**config.mk**
```make
export PLATFORM = sky130hd
export DESIGN_NAME = mem_bus_arbiter_rr_flat
export DESIGN_NICKNAME = d
export VERILOG_FILES = /design/src/rtl/mem_bus_arbiter_rr_if.sv /design/src/rtl/mem_bus_arbiter_rr.sv /design/src/flat_wrapper.sv
export SDC_FILE = /design/constraint.sdc
export NUM_CORES = 1
export LEC_CHECK = 0
export ABC_AREA = 1
export ABC_CLOCK_PERIOD_IN_PS = 3410
export CAP_MARGIN = 0
export CORE_AREA = 8 8 150 152
export CTS_BUF_LIST = sky130_fd_sc_hd__clkbuf_8
export DETAILED_ROUTE_END_ITERATION = 10
export DIE_AREA = 0 0 158 160
export GPL_TIMING_DRIVEN = 0
export PLACE_DENSITY = 0.72
export SLEW_MARGIN = 20
export SYNTH_ARGS = -nofsm -noshare
export SYNTH_HDL_FRONTEND = slang
export SYNTH_SLANG_ARGS = --single-unit
```
**constraint.sdc**
```tcl
create_clock -name clk -period 3.41 [get_ports clk]
set_input_delay 0.341 -clock clk [delete_from_list [all_inputs] [get_ports clk]]
set_output_delay 0.341 -clock clk [all_outputs]
set_load 0.01 [all_outputs]
```
**src/rtl/mem_bus_arbiter_rr_if.sv**
```systemverilog
// Requester and memory-side signal bundle for mem_bus_arbiter_rr.
interface mem_bus_arbiter_rr_if #(
    parameter int unsigned NUM_REQ    = 4,
    parameter int unsigned ADDR_WIDTH = 32,
    parameter int unsigned DATA_WIDTH = 32
);
    // Requester side
    logic [NUM_REQ-1:0]            req_valid;
    logic [NUM_REQ*ADDR_WIDTH-1:0] req_addr;
    logic [NUM_REQ-1:0]            req_we;
    logic [NUM_REQ*DATA_WIDTH-1:0] req_wdata;
    logic [NUM_REQ-1:0]            grant;
    logic [NUM_REQ-1:0]            rsp_valid;
    logic [DATA_WIDTH-1:0]         rsp_rdata;
    logic                          rsp_err;

    // Main-memory side
    logic                          mem_req_valid;
    logic [ADDR_WIDTH-1:0]         mem_addr;
    logic                          mem_we;
    logic [DATA_WIDTH-1:0]         mem_wdata;
    logic                          mem_data_valid;
    logic [DATA_WIDTH-1:0]         mem_rdata;

    // Arbiter view
    modport slave (
        input  req_valid, req_addr, req_we, req_wdata, mem_data_valid, mem_rdata,
        output grant, rsp_valid, rsp_rdata, rsp_err,
        output mem_req_valid, mem_addr, mem_we, mem_wdata
    );

    // Environment view (requesters plus memory model)
    modport master (
        output req_valid, req_addr, req_we, req_wdata, mem_data_valid, mem_rdata,
        input  grant, rsp_valid, rsp_rdata, rsp_err,
        input  mem_req_valid, mem_addr, mem_we, mem_wdata
    );
endinterface

```
**src/rtl/mem_bus_arbiter_rr.sv**
```systemverilog
// N-port arbiter onto a single main-memory bus: fixed or round-robin priority,
// one transaction in flight, response timeout with error flag, flush and stall.
module mem_bus_arbiter_rr #(
    parameter int unsigned NUM_REQ        = 4,
    parameter int unsigned ADDR_WIDTH     = 32,
    parameter int unsigned DATA_WIDTH     = 32,
    parameter int unsigned RR_MODE        = 1,
    parameter int unsigned TIMEOUT_CYCLES = 255
) (
    input logic                 clk,
    input logic                 reset,
    input logic                 system_flush,
    input logic                 system_stall,
    mem_bus_arbiter_rr_if.slave bus
);

    localparam int unsigned IDX_W   = (NUM_REQ > 1) ? $clog2(NUM_REQ) : 1;
    localparam int unsigned CNT_W   = (TIMEOUT_CYCLES > 0) ? $clog2(TIMEOUT_CYCLES + 1) : 1;
    localparam int unsigned TO_LAST = (TIMEOUT_CYCLES > 0) ? TIMEOUT_CYCLES - 1 : 0;

    typedef enum logic [1:0] {
        IDLE = 2'd0,
        BUSY = 2'd1,
        RESP = 2'd2
    } state_t;

    state_t                state_q, state_d;
    logic [IDX_W-1:0]      rr_ptr_q, rr_ptr_d;
    logic [IDX_W-1:0]      owner_q, owner_d;
    logic [CNT_W-1:0]      cnt_q, cnt_d;
    logic [NUM_REQ-1:0]    grant_q, grant_d;
    logic [NUM_REQ-1:0]    rsp_valid_q, rsp_valid_d;
    logic [DATA_WIDTH-1:0] rsp_rdata_q, rsp_rdata_d;
    logic                  rsp_err_q, rsp_err_d;
    logic                  mem_req_valid_q, mem_req_valid_d;
    logic [ADDR_WIDTH-1:0] mem_addr_q, mem_addr_d;
    logic                  mem_we_q, mem_we_d;
    logic [DATA_WIDTH-1:0] mem_wdata_q, mem_wdata_d;

    logic [IDX_W-1:0]      win;
    logic [IDX_W-1:0]      rr_idx;
    logic                  win_found;
    logic [ADDR_WIDTH-1:0] sel_addr;
    logic                  sel_we;
    logic [DATA_WIDTH-1:0] sel_wdata;

    // Winner selection: rotate from rr_ptr+1, or highest asserted index in fixed mode
    always_comb begin
        win       = '0;
        rr_idx    = '0;
        win_found = 1'b0;
        if (RR_MODE != 0) begin
            for (int k = 1; k <= int'(NUM_REQ); k++) begin
                rr_idx = IDX_W'((int'(rr_ptr_q) + k) % int'(NUM_REQ));
                if (!win_found && bus.req_valid[rr_idx]) begin
                    win_found = 1'b1;
                    win       = rr_idx;
                end
            end
        end else begin
            for (int i = 0; i < int'(NUM_REQ); i++) begin
                if (bus.req_valid[i]) begin
                    win_found = 1'b1;
                    win       = IDX_W'(i);
                end
            end
        end
    end

    // Route the winning port's request fields
    always_comb begin
        sel_addr  = '0;
        sel_we    = 1'b0;
        sel_wdata = '0;
        for (int i = 0; i < int'(NUM_REQ); i++) begin
            if (win == IDX_W'(i)) begin
                sel_addr  = bus.req_addr[i*ADDR_WIDTH +: ADDR_WIDTH];
                sel_we    = bus.req_we[i];
                sel_wdata = bus.req_wdata[i*DATA_WIDTH +: DATA_WIDTH];
            end
        end
    end

    // State and output registers
    always_ff @(posedge clk) begin
        if (reset) begin
            state_q         <= IDLE;
            rr_ptr_q        <= IDX_W'(NUM_REQ - 1);
            owner_q         <= '0;
            cnt_q           <= '0;
            grant_q         <= '0;
            rsp_valid_q     <= '0;
            rsp_rdata_q     <= '0;
            rsp_err_q       <= 1'b0;
            mem_req_valid_q <= 1'b0;
            mem_addr_q      <= '0;
            mem_we_q        <= 1'b0;
            mem_wdata_q     <= '0;
        end else begin
            state_q         <= state_d;
            rr_ptr_q        <= rr_ptr_d;
            owner_q         <= owner_d;
            cnt_q           <= cnt_d;
            grant_q         <= grant_d;
            rsp_valid_q     <= rsp_valid_d;
            rsp_rdata_q     <= rsp_rdata_d;
            rsp_err_q       <= rsp_err_d;
            mem_req_valid_q <= mem_req_valid_d;
            mem_addr_q      <= mem_addr_d;
            mem_we_q        <= mem_we_d;
            mem_wdata_q     <= mem_wdata_d;
        end
    end

    // Next-state and next-output logic; grant and response are single-cycle pulses
    always_comb begin
        state_d         = state_q;
        rr_ptr_d        = rr_ptr_q;
        owner_d         = owner_q;
        cnt_d           = cnt_q;
        grant_d         = '0;
        rsp_valid_d     = '0;
        rsp_rdata_d     = '0;
        rsp_err_d       = 1'b0;
        mem_req_valid_d = mem_req_valid_q;
        mem_addr_d      = mem_addr_q;
        mem_we_d        = mem_we_q;
        mem_wdata_d     = mem_wdata_q;

        if (system_flush) begin
            state_d         = IDLE;
            mem_req_valid_d = 1'b0;
            cnt_d           = '0;
        end else begin
            case (state_q)
                IDLE: begin
                    if (win_found && !system_stall) begin
                        grant_d         = NUM_REQ'(1) << win;
                        mem_req_valid_d = 1'b1;
                        mem_addr_d      = sel_addr;
                        mem_we_d        = sel_we;
                        mem_wdata_d     = sel_we ? sel_wdata : '0;
                        owner_d         = win;
                        cnt_d           = '0;
                        if (RR_MODE != 0) begin
                            rr_ptr_d = win;
                        end
                        state_d = BUSY;
                    end
                end
                BUSY: begin
                    if (cnt_q != '1) begin
                        cnt_d = cnt_q + CNT_W'(1);
                    end
                    // Data takes precedence over a coincident timeout
                    if (bus.mem_data_valid) begin
                        mem_req_valid_d = 1'b0;
                        rsp_valid_d     = NUM_REQ'(1) << owner_q;
                        rsp_rdata_d     = mem_we_q ? '0 : bus.mem_rdata;
                        rsp_err_d       = 1'b0;
                        state_d         = RESP;
                    end else if ((TIMEOUT_CYCLES != 0) && (cnt_q == CNT_W'(TO_LAST))) begin
                        mem_req_valid_d = 1'b0;
                        rsp_valid_d     = NUM_REQ'(1) << owner_q;
                        rsp_rdata_d     = '0;
                        rsp_err_d       = 1'b1;
                        state_d         = RESP;
                    end
                end
                RESP: begin
                    state_d = IDLE;
                end
                default: begin
                    state_d = IDLE;
                end
            endcase
        end
    end

    assign bus.grant         = grant_q;
    assign bus.rsp_valid     = rsp_valid_q;
    assign bus.rsp_rdata     = rsp_rdata_q;
    assign bus.rsp_err       = rsp_err_q;
    assign bus.mem_req_valid = mem_req_valid_q;
    assign bus.mem_addr      = mem_addr_q;
    assign bus.mem_we        = mem_we_q;
    assign bus.mem_wdata     = mem_wdata_q;

endmodule

```
**src/flat_wrapper.sv**
```systemverilog
// flat-port wrapper written by rule: the top's interface ports become plain ports
module mem_bus_arbiter_rr_flat 
#(
    parameter int unsigned NUM_REQ        = 4,
    parameter int unsigned ADDR_WIDTH     = 32,
    parameter int unsigned DATA_WIDTH     = 32,
    parameter int unsigned RR_MODE        = 1,
    parameter int unsigned TIMEOUT_CYCLES = 255
)
  (clk, reset, system_flush, system_stall, bus_req_valid, bus_req_addr, bus_req_we, bus_req_wdata, bus_mem_data_valid, bus_mem_rdata, bus_grant, bus_rsp_valid, bus_rsp_rdata, bus_rsp_err, bus_mem_req_valid, bus_mem_addr, bus_mem_we, bus_mem_wdata);
  mem_bus_arbiter_rr_if #(.NUM_REQ(NUM_REQ), .ADDR_WIDTH(ADDR_WIDTH), .DATA_WIDTH(DATA_WIDTH)) bus_i ();
  input logic clk;
  input logic reset;
  input logic system_flush;
  input logic system_stall;
  input wire logic [$bits(bus_i.req_valid)-1:0] bus_req_valid;
  input wire logic [$bits(bus_i.req_addr)-1:0] bus_req_addr;
  input wire logic [$bits(bus_i.req_we)-1:0] bus_req_we;
  input wire logic [$bits(bus_i.req_wdata)-1:0] bus_req_wdata;
  input wire logic [$bits(bus_i.mem_data_valid)-1:0] bus_mem_data_valid;
  input wire logic [$bits(bus_i.mem_rdata)-1:0] bus_mem_rdata;
  output wire logic [$bits(bus_i.grant)-1:0] bus_grant;
  output wire logic [$bits(bus_i.rsp_valid)-1:0] bus_rsp_valid;
  output wire logic [$bits(bus_i.rsp_rdata)-1:0] bus_rsp_rdata;
  output wire logic [$bits(bus_i.rsp_err)-1:0] bus_rsp_err;
  output wire logic [$bits(bus_i.mem_req_valid)-1:0] bus_mem_req_valid;
  output wire logic [$bits(bus_i.mem_addr)-1:0] bus_mem_addr;
  output wire logic [$bits(bus_i.mem_we)-1:0] bus_mem_we;
  output wire logic [$bits(bus_i.mem_wdata)-1:0] bus_mem_wdata;
  assign bus_i.req_valid = bus_req_valid;
  assign bus_i.req_addr = bus_req_addr;
  assign bus_i.req_we = bus_req_we;
  assign bus_i.req_wdata = bus_req_wdata;
  assign bus_i.mem_data_valid = bus_mem_data_valid;
  assign bus_i.mem_rdata = bus_mem_rdata;
  assign bus_grant = bus_i.grant;
  assign bus_rsp_valid = bus_i.rsp_valid;
  assign bus_rsp_rdata = bus_i.rsp_rdata;
  assign bus_rsp_err = bus_i.rsp_err;
  assign bus_mem_req_valid = bus_i.mem_req_valid;
  assign bus_mem_addr = bus_i.mem_addr;
  assign bus_mem_we = bus_i.mem_we;
  assign bus_mem_wdata = bus_i.mem_wdata;
  mem_bus_arbiter_rr #(.NUM_REQ(NUM_REQ), .ADDR_WIDTH(ADDR_WIDTH), .DATA_WIDTH(DATA_WIDTH), .RR_MODE(RR_MODE), .TIMEOUT_CYCLES(TIMEOUT_CYCLES)) u_core (.clk(clk), .reset(reset), .system_flush(system_flush), .system_stall(system_stall), .bus(bus_i));
endmodule
```
=== Word-level counts from Yosys, hierarchy flattened ===
Cells that the tools add are included.

* Register bits after elaboration: 121
* Bits of input ports: 301
* Output and inout bits: 107
* Logic and storage cells: 100

* $add $sub $neg: 5
* Order comparisons: 4
* Eq/ne operators: 9
* Shift-type cells: 2
* Mux-type cells: 43
* Bitwise logic cells: 5
* Reduce and logical (&&, ||, !) cells: 20

{| class="wikitable"
|+ Operators by type and width
! operator !! number
|-
| 32-bit two-way mux || 9
|-
| 1-bit two-way mux || 16
|-
| 8-bit two-way mux || 2
|-
| 8-bit case mux with 2 select lines || 1
|-
| 2-bit two-way mux || 7
|-
| 2-bit by 3-bit less-than comparator with 1-bit output (second input constant) || 4
|-
| 3-bit AND reduction || 3
|-
| 8-bit by 1-bit adder with 8-bit output (second input constant) || 1
|-
| 1-bit binary-select mux with 2-bit select || 4
|-
| 8-bit == test (second input constant) || 1
|-
| 4-bit two-way mux || 2
|-
| 8-bit inequality test (second input constant) || 1
|-
| 4-bit OR reduction || 2
|-
| 1-bit by 2-bit << shifter with 4-bit output (first input constant) || 2
|-
| 1-bit NOT || 5
|-
| 5-bit OR reduction || 1
|-
| 2-bit by 1-bit adder with 2-bit output (second input constant) || 2
|-
| 2-bit adder (second input constant) || 2
|-
| 2-bit by 1-bit == test with 1-bit output (second input constant) || 2
|-
| 2-bit == test (second input constant) || 2
|-
| 1-bit logical AND || 4
|-
| 1-bit logical NOT || 4
|-
| 2-bit logical NOT || 2
|-
| 2-bit by 1-bit inequality test with 1-bit output (second input constant) || 2
|-
| other kinds (7) || 7
|}

=== Depth between registers and ports, before layout ===
Gate-level depths: netlist of the first run.

* Depth in word-level cells: 19
* Mapped depth: 19
* Gate-level depth less buffers: 17

=== Worst setup path after synthesis of the first run ===
Ideal clock, no wire load.

* Kind: flip-flop to flip-flop
* Start: register u_core.rr_ptr_q[0]
* End: register u_core.mem_wdata_q[28] (netlist: u_core.bus.mem_wdata[28])
* Setup time: 0.128 ns
* Data arrival time: 1.812 ns
* Required time: 3.282 ns
* Slack: 1.471 ns
* Cell stages (with the launch flop): 19
* Period minus slack after synthesis: 1.939 ns
* Cells stage by stage: dfxtp_1 buf_4 inv_6 nand2_1 nand2_1 nand2_1 nand2_2 nor2_4 nand3_1 nand2_1 nand2_2 buf_6 inv_2 nand2_1 or2_2 nand2_1 nor2_1 nor2_1 nor2_1

* Longest elaborated chain between the ends: 19
* Elaborated cells on any way between the ends: 41

{| class="wikitable"
|+ Ends and longest elaborated chain
! element !! line !! text
|-
| start, declared || mem_bus_arbiter_rr.sv:28 || <nowiki>logic [IDX_W-1:0] rr_ptr_q, rr_ptr_d;</nowiki>
|-
| start signal, assigned || mem_bus_arbiter_rr.sv:88 || <nowiki>rr_ptr_q <= IDX_W'(NUM_REQ - 1);</nowiki>
|-
| start signal, assigned || mem_bus_arbiter_rr.sv:101 || <nowiki>rr_ptr_q <= rr_ptr_d;</nowiki>
|-
| 2-bit by 1-bit adder with 2-bit output || mem_bus_arbiter_rr.sv:54 || <nowiki>rr_idx = IDX_W'((int'(rr_ptr_q) + k) % int'(NUM_REQ));</nowiki>
|-
| 1-bit binary-select mux with 2-bit select || mem_bus_arbiter_rr.sv:55 || <nowiki>if (!win_found && bus.req_valid[rr_idx]) begin</nowiki>
|-
| 1-bit two-way mux (not written as such) || mem_bus_arbiter_rr.sv:55 ||
|-
| 1-bit two-way mux || mem_bus_arbiter_rr.sv:55 ||
|-
| 1-bit logical NOT || mem_bus_arbiter_rr.sv:55 ||
|-
| 1-bit logical AND || mem_bus_arbiter_rr.sv:55 ||
|-
| 1-bit two-way mux || mem_bus_arbiter_rr.sv:55 ||
|-
| 1-bit logical NOT || mem_bus_arbiter_rr.sv:55 ||
|-
| 1-bit logical AND || mem_bus_arbiter_rr.sv:55 ||
|-
| 1-bit two-way mux || mem_bus_arbiter_rr.sv:55 ||
|-
| 1-bit logical NOT || mem_bus_arbiter_rr.sv:55 ||
|-
| 1-bit logical AND || mem_bus_arbiter_rr.sv:55 ||
|-
| 2-bit two-way mux || mem_bus_arbiter_rr.sv:55 ||
|-
| 2-bit logical NOT || mem_bus_arbiter_rr.sv:76 || <nowiki>if (win == IDX_W'(i)) begin</nowiki>
|-
| 32-bit two-way mux or 1-bit two-way mux (tied branches) (4 in series) || mem_bus_arbiter_rr.sv:76 ||
|-
| 32-bit two-way mux || mem_bus_arbiter_rr.sv:142 || <nowiki>mem_wdata_d = sel_we ? sel_wdata : '0;</nowiki>
|-
| end signal, assigned || mem_bus_arbiter_rr.sv:111 || <nowiki>mem_wdata_q <= mem_wdata_d;</nowiki>
|-
| end, declared || mem_bus_arbiter_rr.sv:38 || <nowiki>logic [DATA_WIDTH-1:0] mem_wdata_q, mem_wdata_d;</nowiki>
|}

Several ways; a longest one is shown, not always the timed one. The select of a mux whose other input is x is not followed.
A chain may end at the register's enable or synchronous reset.

=== Worst setup path after layout of the first run ===
* Start: register u_core.rr_ptr_q[0]
* End: register u_core.mem_addr_q[2] (netlist: u_core.bus.mem_addr[2])

* Longest elaborated chain between the ends: 18
* Elaborated cells on any way between the ends: 36

{| class="wikitable"
|+ Ends and longest elaborated chain
! element !! line !! text
|-
| 2-bit by 1-bit adder with 2-bit output || mem_bus_arbiter_rr.sv:54 ||
|-
| 1-bit binary-select mux with 2-bit select || mem_bus_arbiter_rr.sv:55 ||
|-
| 1-bit two-way mux (not written as such) || mem_bus_arbiter_rr.sv:55 ||
|-
| 1-bit two-way mux || mem_bus_arbiter_rr.sv:55 ||
|-
| 1-bit logical NOT || mem_bus_arbiter_rr.sv:55 ||
|-
| 1-bit logical AND || mem_bus_arbiter_rr.sv:55 ||
|-
| 1-bit two-way mux || mem_bus_arbiter_rr.sv:55 ||
|-
| 1-bit logical NOT || mem_bus_arbiter_rr.sv:55 ||
|-
| 1-bit logical AND || mem_bus_arbiter_rr.sv:55 ||
|-
| 1-bit two-way mux || mem_bus_arbiter_rr.sv:55 ||
|-
| 1-bit logical NOT || mem_bus_arbiter_rr.sv:55 ||
|-
| 1-bit logical AND || mem_bus_arbiter_rr.sv:55 ||
|-
| 2-bit two-way mux || mem_bus_arbiter_rr.sv:55 ||
|-
| 2-bit logical NOT || mem_bus_arbiter_rr.sv:76 ||
|-
| 32-bit two-way mux (4 in series) || mem_bus_arbiter_rr.sv:76 ||
|-
| end signal, assigned || mem_bus_arbiter_rr.sv:109 || <nowiki>mem_addr_q <= mem_addr_d;</nowiki>
|-
| end, declared || mem_bus_arbiter_rr.sv:36 || <nowiki>logic [ADDR_WIDTH-1:0] mem_addr_q, mem_addr_d;</nowiki>
|}

Several ways; a longest one is shown, not always the timed one. The select of a mux whose other input is x is not followed.

==> impl_metrics.json, run 1 <==
{
  "status": "finished, final reports clean",
  "ys_warn_count": 0,
  "hold_violations": 0,
  "wl_um": 32510,
  "initial_antenna_violation_count": 2,
  "synthDistinctLibCells": 34,
  "root_buffer": "sky130_fd_sc_hd__clkbuf_8",
  "place_congestion": 0.9182,
  "utilization_pct": 56.13,
  "worst_skew_late_latency_ns": 0.44,
  "p_per_area_nw_per_um2": 464.4,
  "design.final.nets": 1717,
  "clock_sinks": 121,
  "clock_skew_after_layout_ns": 0.01002,
  "synth_cell_area_um2": 6419,
  "number_of_global_route_vias_before_repair": 8077,
  "die_width_um": 158,
  "timing_worst_slew_pin_value_ns": 0.6527,
  "power_switching_mw": 2.071,
  "firstDrtPassIters": 5,
  "postCtsSetupBuffers": 0,
  "tcrit_tclk_final_pct": 76.76,
  "rsz0062_at_grt": "no",
  "floorplan.core_area_um2": 20040,
  "share_clk_of_total_power_pct": 26.3,
  "synth_cells": 988,
  "power.share.switching_pct": 39.65,
  "arrival_worst_endpoint_ns": 2.98,
  "grt_start_max_net_pins": 17,
  "numCtsBuffers": 17,
  "post_cts.resized_instances": 0,
  "static-leakage-power_nw": 4.757,
  "vias": 7947,
  "rows": 52,
  "yosys_register_bits": 121,
  "wp_data_required_ns": 3.78,
  "min_delay_path_depth": 3,
  "clock_tree_from_tritoncts": "built",
  "ir_drop_v": 0.0002294,
  "synthesis.area_per_instance_um2": 6.497,
  "post_cts_hold_fix_bufs": 0,
  "timing.slew.headroom_pct": 56.49,
  "ff2ff_setup_slack_ns": 0.79,
  "drt_iter0_markers": 519,
  "final-setup-viol-count": 0,
  "worstSetupStartpointType": "flop",
  "clkSlewWorstSetupHoldPaths_ns": 0.09,
  "rr_worst_depth": 17,
  "design.portCount": 408,
  "area_added_between_synthesis_and_finish_pct": 75.22,
  "fp.dieArea_um2": 25280,
  "globalRoute.totalOverflow": 0,
  "finalHoldWorstSlack_ns": 0.4108,
  "global_route.usage.total_pct": 25.11,
  "drc": 0,
  "floorplan.die.height_um": 160,
  "place.port_buffers": 407,
  "cts-htree-levels": 4,
  "starting_density_pct": 32.03,
  "final-max-slew-violation-count": 0,
  "yosysSeqAreaShare_pct": 37.74,
  "fin_tns_setup_ns": 0,
  "antenna_left": 0,
  "combinational_share_of_power_pct": 43.8,
  "maxCapViolCount": 0,
  "path_max_fanout": 10,
  "timing.hold.worst.class": "in -> reg",
  "dp.final_hpwl_um": 26260,
  "grt_first_pass_wirelength_um": 47480,
  "sequential_fraction_of_design_power_pct": 29.9,
  "period_minus_slack_ns": 2.618,
  "final_layout_size_suffix_gt1_share_pct": 7.358,
  "totalPowerFinal_mw": 5.223,
  "max_freq_mhz": 382.0,
  "kind_of_end_point_of_the_critical_path": "flop",
  "postSynthNetCount": 1291,
  "setup.worst_path.class": "reg -> reg",
  "clk_path_buf_depth": 2,
  "routed_vias_inst": 4.677,
  "wire_per_inst_um": 19.13,
  "p_int_mw": 3.152
}
-- metrics by stage --
stage,cell area [um^2],worst slack [ns],instances
floorplan,6419,1.471,988
global placement,10830,0.5368,1665
detailed placement,10830,0.5349,1665
CTS,11240,0.8350,1697
global route,11250,0.6152,1699
finish,11250,0.7924,1699
-- layer usage --
layer | vias up | part of all wire [%] | track usage (%)
li1 | 4002 | - | -
met1 | 3556 | 40 | 29.33
met2 | 329 | 49 | 42.67
met3 | 60 | 7.6 | 6.424
met4 | 0 | 3.1 | 10.42
met5 | - | 0 | 0
-- cells in the mapped netlist --
library cell	instances	area share, %
sky130_fd_sc_hd__nor3_1	3	0.23
sky130_fd_sc_hd__xor2_1	2	0.27
sky130_fd_sc_hd__o21ai_0	20	1.6
sky130_fd_sc_hd__a31oi_1	4	0.39
sky130_fd_sc_hd__a21oi_1	69	5.4
sky130_fd_sc_hd__a211oi_1	17	2.0
sky130_fd_sc_hd__nand3b_1	11	1.3
sky130_fd_sc_hd__o21ai_1	5	0.39
sky130_fd_sc_hd__nor4_1	2	0.19
sky130_fd_sc_hd__o211a_1	1	0.16
sky130_fd_sc_hd__a2bb2oi_1	2	0.27
sky130_fd_sc_hd__buf_4	12	1.4
sky130_fd_sc_hd__buf_2	21	1.6
sky130_fd_sc_hd__nand4_2	1	0.19
sky130_fd_sc_hd__ha_1	2	0.39
sky130_fd_sc_hd__nor2_4	2	0.35
sky130_fd_sc_hd__o21bai_1	1	0.12
sky130_fd_sc_hd__o221ai_1	3	0.41
sky130_fd_sc_hd__dfxtp_1	121	38
sky130_fd_sc_hd__nor2_1	82	4.8
sky130_fd_sc_hd__nor2_2	2	0.19
sky130_fd_sc_hd__inv_1	97	5.7
sky130_fd_sc_hd__buf_6	12	2.1
sky130_fd_sc_hd__or2_2	3	0.29
sky130_fd_sc_hd__nand2_1	349	20
sky130_fd_sc_hd__nand3_1	86	6.7
sky130_fd_sc_hd__inv_6	2	0.27
sky130_fd_sc_hd__inv_2	6	0.35
sky130_fd_sc_hd__nor2_8	2	0.62
sky130_fd_sc_hd__nand2_2	10	0.97
sky130_fd_sc_hd__nand4_1	23	2.2
sky130_fd_sc_hd__clkbuf_1	13	0.76
sky130_fd_sc_hd__o211ai_1	1	0.12
sky130_fd_sc_hd__a22oi_1	1	0.12
-- critical path, cell delays in order (launching register included) --
cell and delay (ns):
sky130_fd_sc_hd__dfxtp_1 0.30, sky130_fd_sc_hd__buf_4 0.16, sky130_fd_sc_hd__inv_6 0.10, sky130_fd_sc_hd__nand2_1 0.05, sky130_fd_sc_hd__nand2_1 0.10, sky130_fd_sc_hd__nand2_1 0.09
sky130_fd_sc_hd__nand2_2 0.11, sky130_fd_sc_hd__nor2_4 0.04, sky130_fd_sc_hd__nand2_1 0.08, sky130_fd_sc_hd__nor2_2 0.05, sky130_fd_sc_hd__nor2_4 0.18, sky130_fd_sc_hd__nand2_2 0.19
sky130_fd_sc_hd__inv_2 0.33, sky130_fd_sc_hd__buf_4 0.24, sky130_fd_sc_hd__nand2_1 0.10, sky130_fd_sc_hd__nand4_1 0.20, sky130_fd_sc_hd__nand2_1 0.09, sky130_fd_sc_hd__a21oi_1 0.12
-- cells by family (layout without fill, tap and decap cells) --
family / after synthesis / in the layout / share of synthesized area (%)
buffers and inverters: 163 / 602 / 12.20
and+or+nand+nor: 576 / 576 / 38.50
other: 0 / 2 / 0
DFF: 121 / 121 / 37.74
AOI/OAI and AO/OA: 124 / 124 / 10.90
adders and majority gates: 2 / 2 / 0.3898
xor gates and xnor gates: 2 / 2 / 0.2730
-- layout make-up --
class / count / area [um^2]
Buffer: 58 / 379.1
Multi-Input combinational cell: 704 / 3213
Antenna cell: 2 / 5.005
Sequential cell: 121 / 2422
Tap cell: 270 / 337.8
Clock buffer: 17 / 234.0
Timing Repair Buffer: 407 / 4074
Clock inverter: 15 / 177.7
Fill cell: 1976 / 8792
Inverter: 105 / 404.1
-- registers in the layout, summed over array words and instances, names as in the netlist, 2 cells and up --
register,count
u_core.bus.mem_wdata,32
u_core.rr_ptr_q,2
u_core.bus.grant,4
u_core.state_q,2
u_core.cnt_q,8
u_core.bus.rsp_rdata,32
u_core.bus.rsp_valid,4
u_core.bus.mem_addr,32
u_core.owner_q,2
-- final timing paths --
kind / from / endpoint
max: u_core.rr_ptr_q[0]$_SDFFE_PP1P_ / u_core.bus.mem_addr[2]$_SDFFE_PP0P_
min: bus_mem_rdata[10] / u_core.bus.rsp_rdata[10]$_SDFF_PP0_
max reg2reg: u_core.rr_ptr_q[0]$_SDFFE_PP1P_ / u_core.bus.mem_addr[2]$_SDFFE_PP0P_
min reg2reg: u_core.cnt_q[7]$_SDFFE_PP0P_ / u_core.cnt_q[7]$_SDFFE_PP0P_
-- cell usage in the layout (no fill, tap or decap), types with 3 or more instances in the layout --
cell type / n
sky130_fd_sc_hd__or2_2: 3
sky130_fd_sc_hd__o221ai_1: 3
sky130_fd_sc_hd__nand3_1: 86
sky130_fd_sc_hd__clkbuf_1: 13
sky130_fd_sc_hd__nand3b_1: 11
sky130_fd_sc_hd__inv_1: 97
sky130_fd_sc_hd__o21ai_1: 5
sky130_fd_sc_hd__o21ai_0: 20
sky130_fd_sc_hd__nand4_1: 23
sky130_fd_sc_hd__clkdlybuf4s50_1: 407
sky130_fd_sc_hd__nor2_1: 82
sky130_fd_sc_hd__buf_4: 12
sky130_fd_sc_hd__inv_2: 6
sky130_fd_sc_hd__a31oi_1: 4
sky130_fd_sc_hd__a21oi_1: 69
sky130_fd_sc_hd__clkbuf_8: 17
sky130_fd_sc_hd__a211oi_1: 17
sky130_fd_sc_hd__dfxtp_1: 121
sky130_fd_sc_hd__buf_6: 12
sky130_fd_sc_hd__inv_6: 10
sky130_fd_sc_hd__nand2_1: 349
sky130_fd_sc_hd__nand2_2: 10
sky130_fd_sc_hd__nor3_1: 3
sky130_fd_sc_hd__buf_2: 21
-- power groups by stage --
stage	logic, mW	registers (mW)	clock network [mW]
6_report	2.29	1.56	1.37
5_1_grt	2.50	1.57	1.46
4_1_cts	2.30	1.56	1.39
3_5_place_dp	2.29	1.59	0
3_3_place_gp	2.29	1.59	0
2_1_floorplan	1.18	1.62	0
No activity file was read; power rests on OpenSTA's default activity.
==> run 2: changes to the inputs <==
--- a/config.mk
+++ b/config.mk
@@ -6,14 +6,14 @@
 export NUM_CORES = 1
 export LEC_CHECK = 0
 export ABC_AREA = 1
-export ABC_CLOCK_PERIOD_IN_PS = 3410
+export ABC_CLOCK_PERIOD_IN_PS = 2300
 export CAP_MARGIN = 0
-export CORE_AREA = 8 8 150 152
+export CORE_AREA = 8 8 151 153
 export CTS_BUF_LIST = sky130_fd_sc_hd__clkbuf_8
 export DETAILED_ROUTE_END_ITERATION = 10
-export DIE_AREA = 0 0 158 160
+export DIE_AREA = 0 0 159 161
 export GPL_TIMING_DRIVEN = 0
-export PLACE_DENSITY = 0.72
+export PLACE_DENSITY = 0.74
 export SLEW_MARGIN = 20
 export SYNTH_ARGS = -nofsm -noshare
 export SYNTH_HDL_FRONTEND = slang
==> constraint.sdc (replaced) <==
create_clock -name clk -period 2.3 [get_ports clk]
set_input_delay 0.23 -clock clk [delete_from_list [all_inputs] [get_ports clk]]
set_output_delay 0.23 -clock clk [all_outputs]
set_load 0.01 [all_outputs]
==> run 2 against run 1 <==
The run now ends with negative setup slack left. Largest cell class unchanged. Die area rose by 1.3%. Wire length rose by 2.7%. Cell count rose by 2.5%. Count of clock-buffer cells in the layout did not move. Highest routed layer unchanged. First-iteration DRC count rose by 1.9%. Critical endpoint is now u_core.bus.mem_addr[18]$_SDFFE_PP0P_. Sequential share of layout area fell by 1.9 points. Worst hold slack got worse by 0.11 ns. Power rose by 67%.
==> impl_metrics.json, run 2 (same netlist as run 1, synthesis figures left out) <==
{
  "fin_tns_setup_ns": -0.02003,
  "timing_worst_slew_pin_value_ns": 0.6852,
  "firstDrtPassIters": 5,
  "hold_path.startpoint": "bus_mem_rdata[30]",
  "worstSetupStartpointType": "flop",
  "final-max-slew-violation-count": 0,
  "max_stage_delay_ns": 0.42,
  "worst_skew_late_latency_ns": 0.44,
  "wp_data_required_ns": 2.63,
  "tcrit_tclk_final_pct": 100.4,
  "min_delay_path_depth": 3,
  "timing.hold.worst.class": "in -> reg",
  "dp.final_hpwl_um": 25390,
  "path_max_fanout": 8,
  "clock_skew_after_layout_ns": 0.01402,
  "initial_antenna_violation_count": 2,
  "nFillCells": 1892,
  "status": "finished, violations left",
  "clk_path_buf_depth": 2,
  "setup.worst_path.class": "reg -> reg",
  "worstPathCellList": "inv_8 > nand2_1 > nand2_2 > nand2_2 > nand2_4 > nor2_4 > buf_6 > nand3b_1 > nand2_4 > nor2_8 > buf_12 > buf_8 > buf_8 > nand2_2 > nand3_2 > a211oi_2 > nor2_1",
  "design.final.nets": 1754,
  "max_freq_mhz": 433.0,
  "floorplan.die.height_um": 161,
  "timing.slew.headroom_pct": 54.32,
  "wl_um": 33390,
  "ff2ff_setup_slack_ns": -0.01,
  "clock_sinks": 121,
  "wire_per_inst_um": 19.18,
  "antenna_left": 0,
  "hold_violations": 0,
  "routedLengthMet1_um": 13020,
  "setup_slack_ns": -0.009614,
  "routed_vias_inst": 4.772,
  "floorplan.core_area_um2": 20560,
  "kind_of_end_point_of_the_critical_path": "flop",
  "rsz0062_at_grt": "yes",
  "period_minus_slack_ns": 2.310,
  "preCtsSetupSlack_ns": -0.4800,
  "area_added_between_synthesis_and_finish_pct": 92.52,
  "place.port_buffers": 407,
  "cts-htree-levels": 4,
  "cp_slowest_cell": "sky130_fd_sc_hd__dfxtp_4",
  "r2r-start": "u_core.rr_ptr_q[0]$_SDFFE_PP1P_",
  "place_congestion": 0.8705,
  "grt_start_max_net_pins": 17,
  "ir_drop_v": 0.0003592,
  "routed.top_layer": "met4",
  "final-setup-viol-count": 3,
  "p_per_area_nw_per_um2": 704.3,
  "rr_worst_depth": 17,
  "dpl.cell_count": 1670,
  "design.portCount": 408,
  "root_buffer": "sky130_fd_sc_hd__clkbuf_8",
  "arrival_worst_endpoint_ns": 2.64,
  "mostFrequentLayoutCell": "sky130_fd_sc_hd__clkdlybuf4s50_1",
  "globalRoute.totalOverflow": 0,
  "failed_checks": "negative setup slack",
  "rows": 53,
  "layout.cells.most_common_list": "sky130_fd_sc_hd__clkdlybuf4s50_1, sky130_fd_sc_hd__nand2_1, sky130_fd_sc_hd__dfxtp_1",
  "die_width_um": 159,
  "maxCapViolCount": 0,
  "drc": 0,
  "clkSlewWorstSetupHoldPaths_ns": 0.09,
  "fp.dieArea_um2": 25600,
  "clock_tree_from_tritoncts": "built",
  "drt_iter0_markers": 529,
  "number_of_global_route_vias_before_repair": 8262,
  "r2r-end": "u_core.bus.mem_addr[18]$_SDFFE_PP0P_",
  "final_layout_size_suffix_gt1_share_pct": 14.96,
  "hold_end": "u_core.bus.rsp_rdata[30]$_SDFF_PP0_",
  "final_cell_count_no_fill": 1741,
  "static-leakage-power_nw": 5.174,
  "starting_density_pct": 31.22,
  "vias": 8308,
  "numCtsBuffers": 17,
  "grt_first_pass_wirelength_um": 47790,
  "met2_wirelength_um": 16940,
  "critical-path-top-cell-by-count": "sky130_fd_sc_hd__nand2_2",
  "wl_met3_um": 2430,
  "global_route.usage.total_pct": 24.27
}
run 2: cell types whose count changed in the layout (fill, tap and decap cells not counted), sizes merged:
cell / previous run / this run
buf: 45 / 74
inv: 115 / 114
bufinv: 2 / 0
clkinv: 2 / 3
clkinvlp: 1 / 3
clkbuf: 30 / 38
run 2: area by class of cell:
type / instances / area (um^2) / area share (%)
buffer: 57 / 593.1 / 4.799
tap: 275 / 344.1 / 2.785
clock buffer: 17 / 234.0 / 1.893
multi-input combinational: 704 / 3590 / 29.05
timing repair buffer: 445 / 4579 / 37.06
inverter: 105 / 429.2 / 3.473
clock inverter: 15 / 152.6 / 1.235
antenna: 2 / 5.005 / 0.04050
sequential: 121 / 2430 / 19.66
run 2: worst max-delay path by stage:
stage                                    startpoint                                    end  slack [ns]
finish              u_core.rr_ptr_q[0]$_SDFFE_PP1P_   u_core.bus.mem_addr[18]$_SDFFE_PP0P_       -0.01
floorplan           u_core.rr_ptr_q[0]$_SDFFE_PP1P_  u_core.bus.mem_wdata[28]$_SDFFE_PP0P_        0.36
global placement                   bus_req_valid[2]   u_core.bus.mem_wdata[8]$_SDFFE_PP0P_       -0.44
global route        u_core.rr_ptr_q[0]$_SDFFE_PP1P_  u_core.bus.mem_wdata[27]$_SDFFE_PP0P_       -0.13
CTS                 u_core.rr_ptr_q[0]$_SDFFE_PP1P_   u_core.bus.mem_wdata[8]$_SDFFE_PP0P_       -0.02
detailed placement                 bus_req_valid[2]   u_core.bus.mem_wdata[8]$_SDFFE_PP0P_       -0.48
run 2: metal layers:
layer / vias up / global-route usage [%]
met4: 0 / 9.991
met5: - / 0
li1: 4082 / -
met1: 3806 / 27.50
met3: 61 / 6.872
met2: 359 / 42.35
run 2: stage by stage:
step                      hold slack [ns]  util, %  instance area (um^2)  total power [mW]
final                              0.2990    60.11                 12360             8.702
after global routing               0.2636    60.11                 12360             9.178
after CTS                          0.2635    56.92                 11700             8.124
after detailed placement           0.4462    52.71                 10840             5.768
after global placement             0.4381    52.71                 10840             5.749
after floorplan                    0.3073        -                  6419             4.155
run 2: repair_timing:
item,in CTS,in global routing
pin swaps,16,37
cloned,2,6
hold buffers,0,0
buffers inserted,15,16
resized for setup,81,107
endpoints found under the hold margin,0,0
setup endpoints to repair,64,79
run 2: worst max-delay path: cells and delay by family (launching register included):
family,cells,cell delay [ns]
compound gates,1,0.22
buf+inv,5,0.57
flops,1,0.42
simple gates,11,0.98
run 2: report_power, final:
part / internal (mW) / switching [mW] / total (mW)
clock network: 0.808 / 1.06 / 1.87
registers: 2.23 / 0.0847 / 2.32
logic: 2.16 / 2.35 / 4.51
total: 5.20 / 3.50 / 8.70
==> run 3: changes to the inputs <==
==> constraint.sdc (replaced) <==
create_clock -name clk -period 2.3 [get_ports clk]
set_input_delay 0.23 -clock clk [delete_from_list [all_inputs] [get_ports clk]]
set_output_delay 0.23 -clock clk [all_outputs]
set_load 0.05 [all_outputs]
==> results of run 3 <==
The final DEF is identical to that of run 2. Status: finished, violations left: negative setup slack.
Main changes from that run: total power 8.702 mW -> 9.087 mW
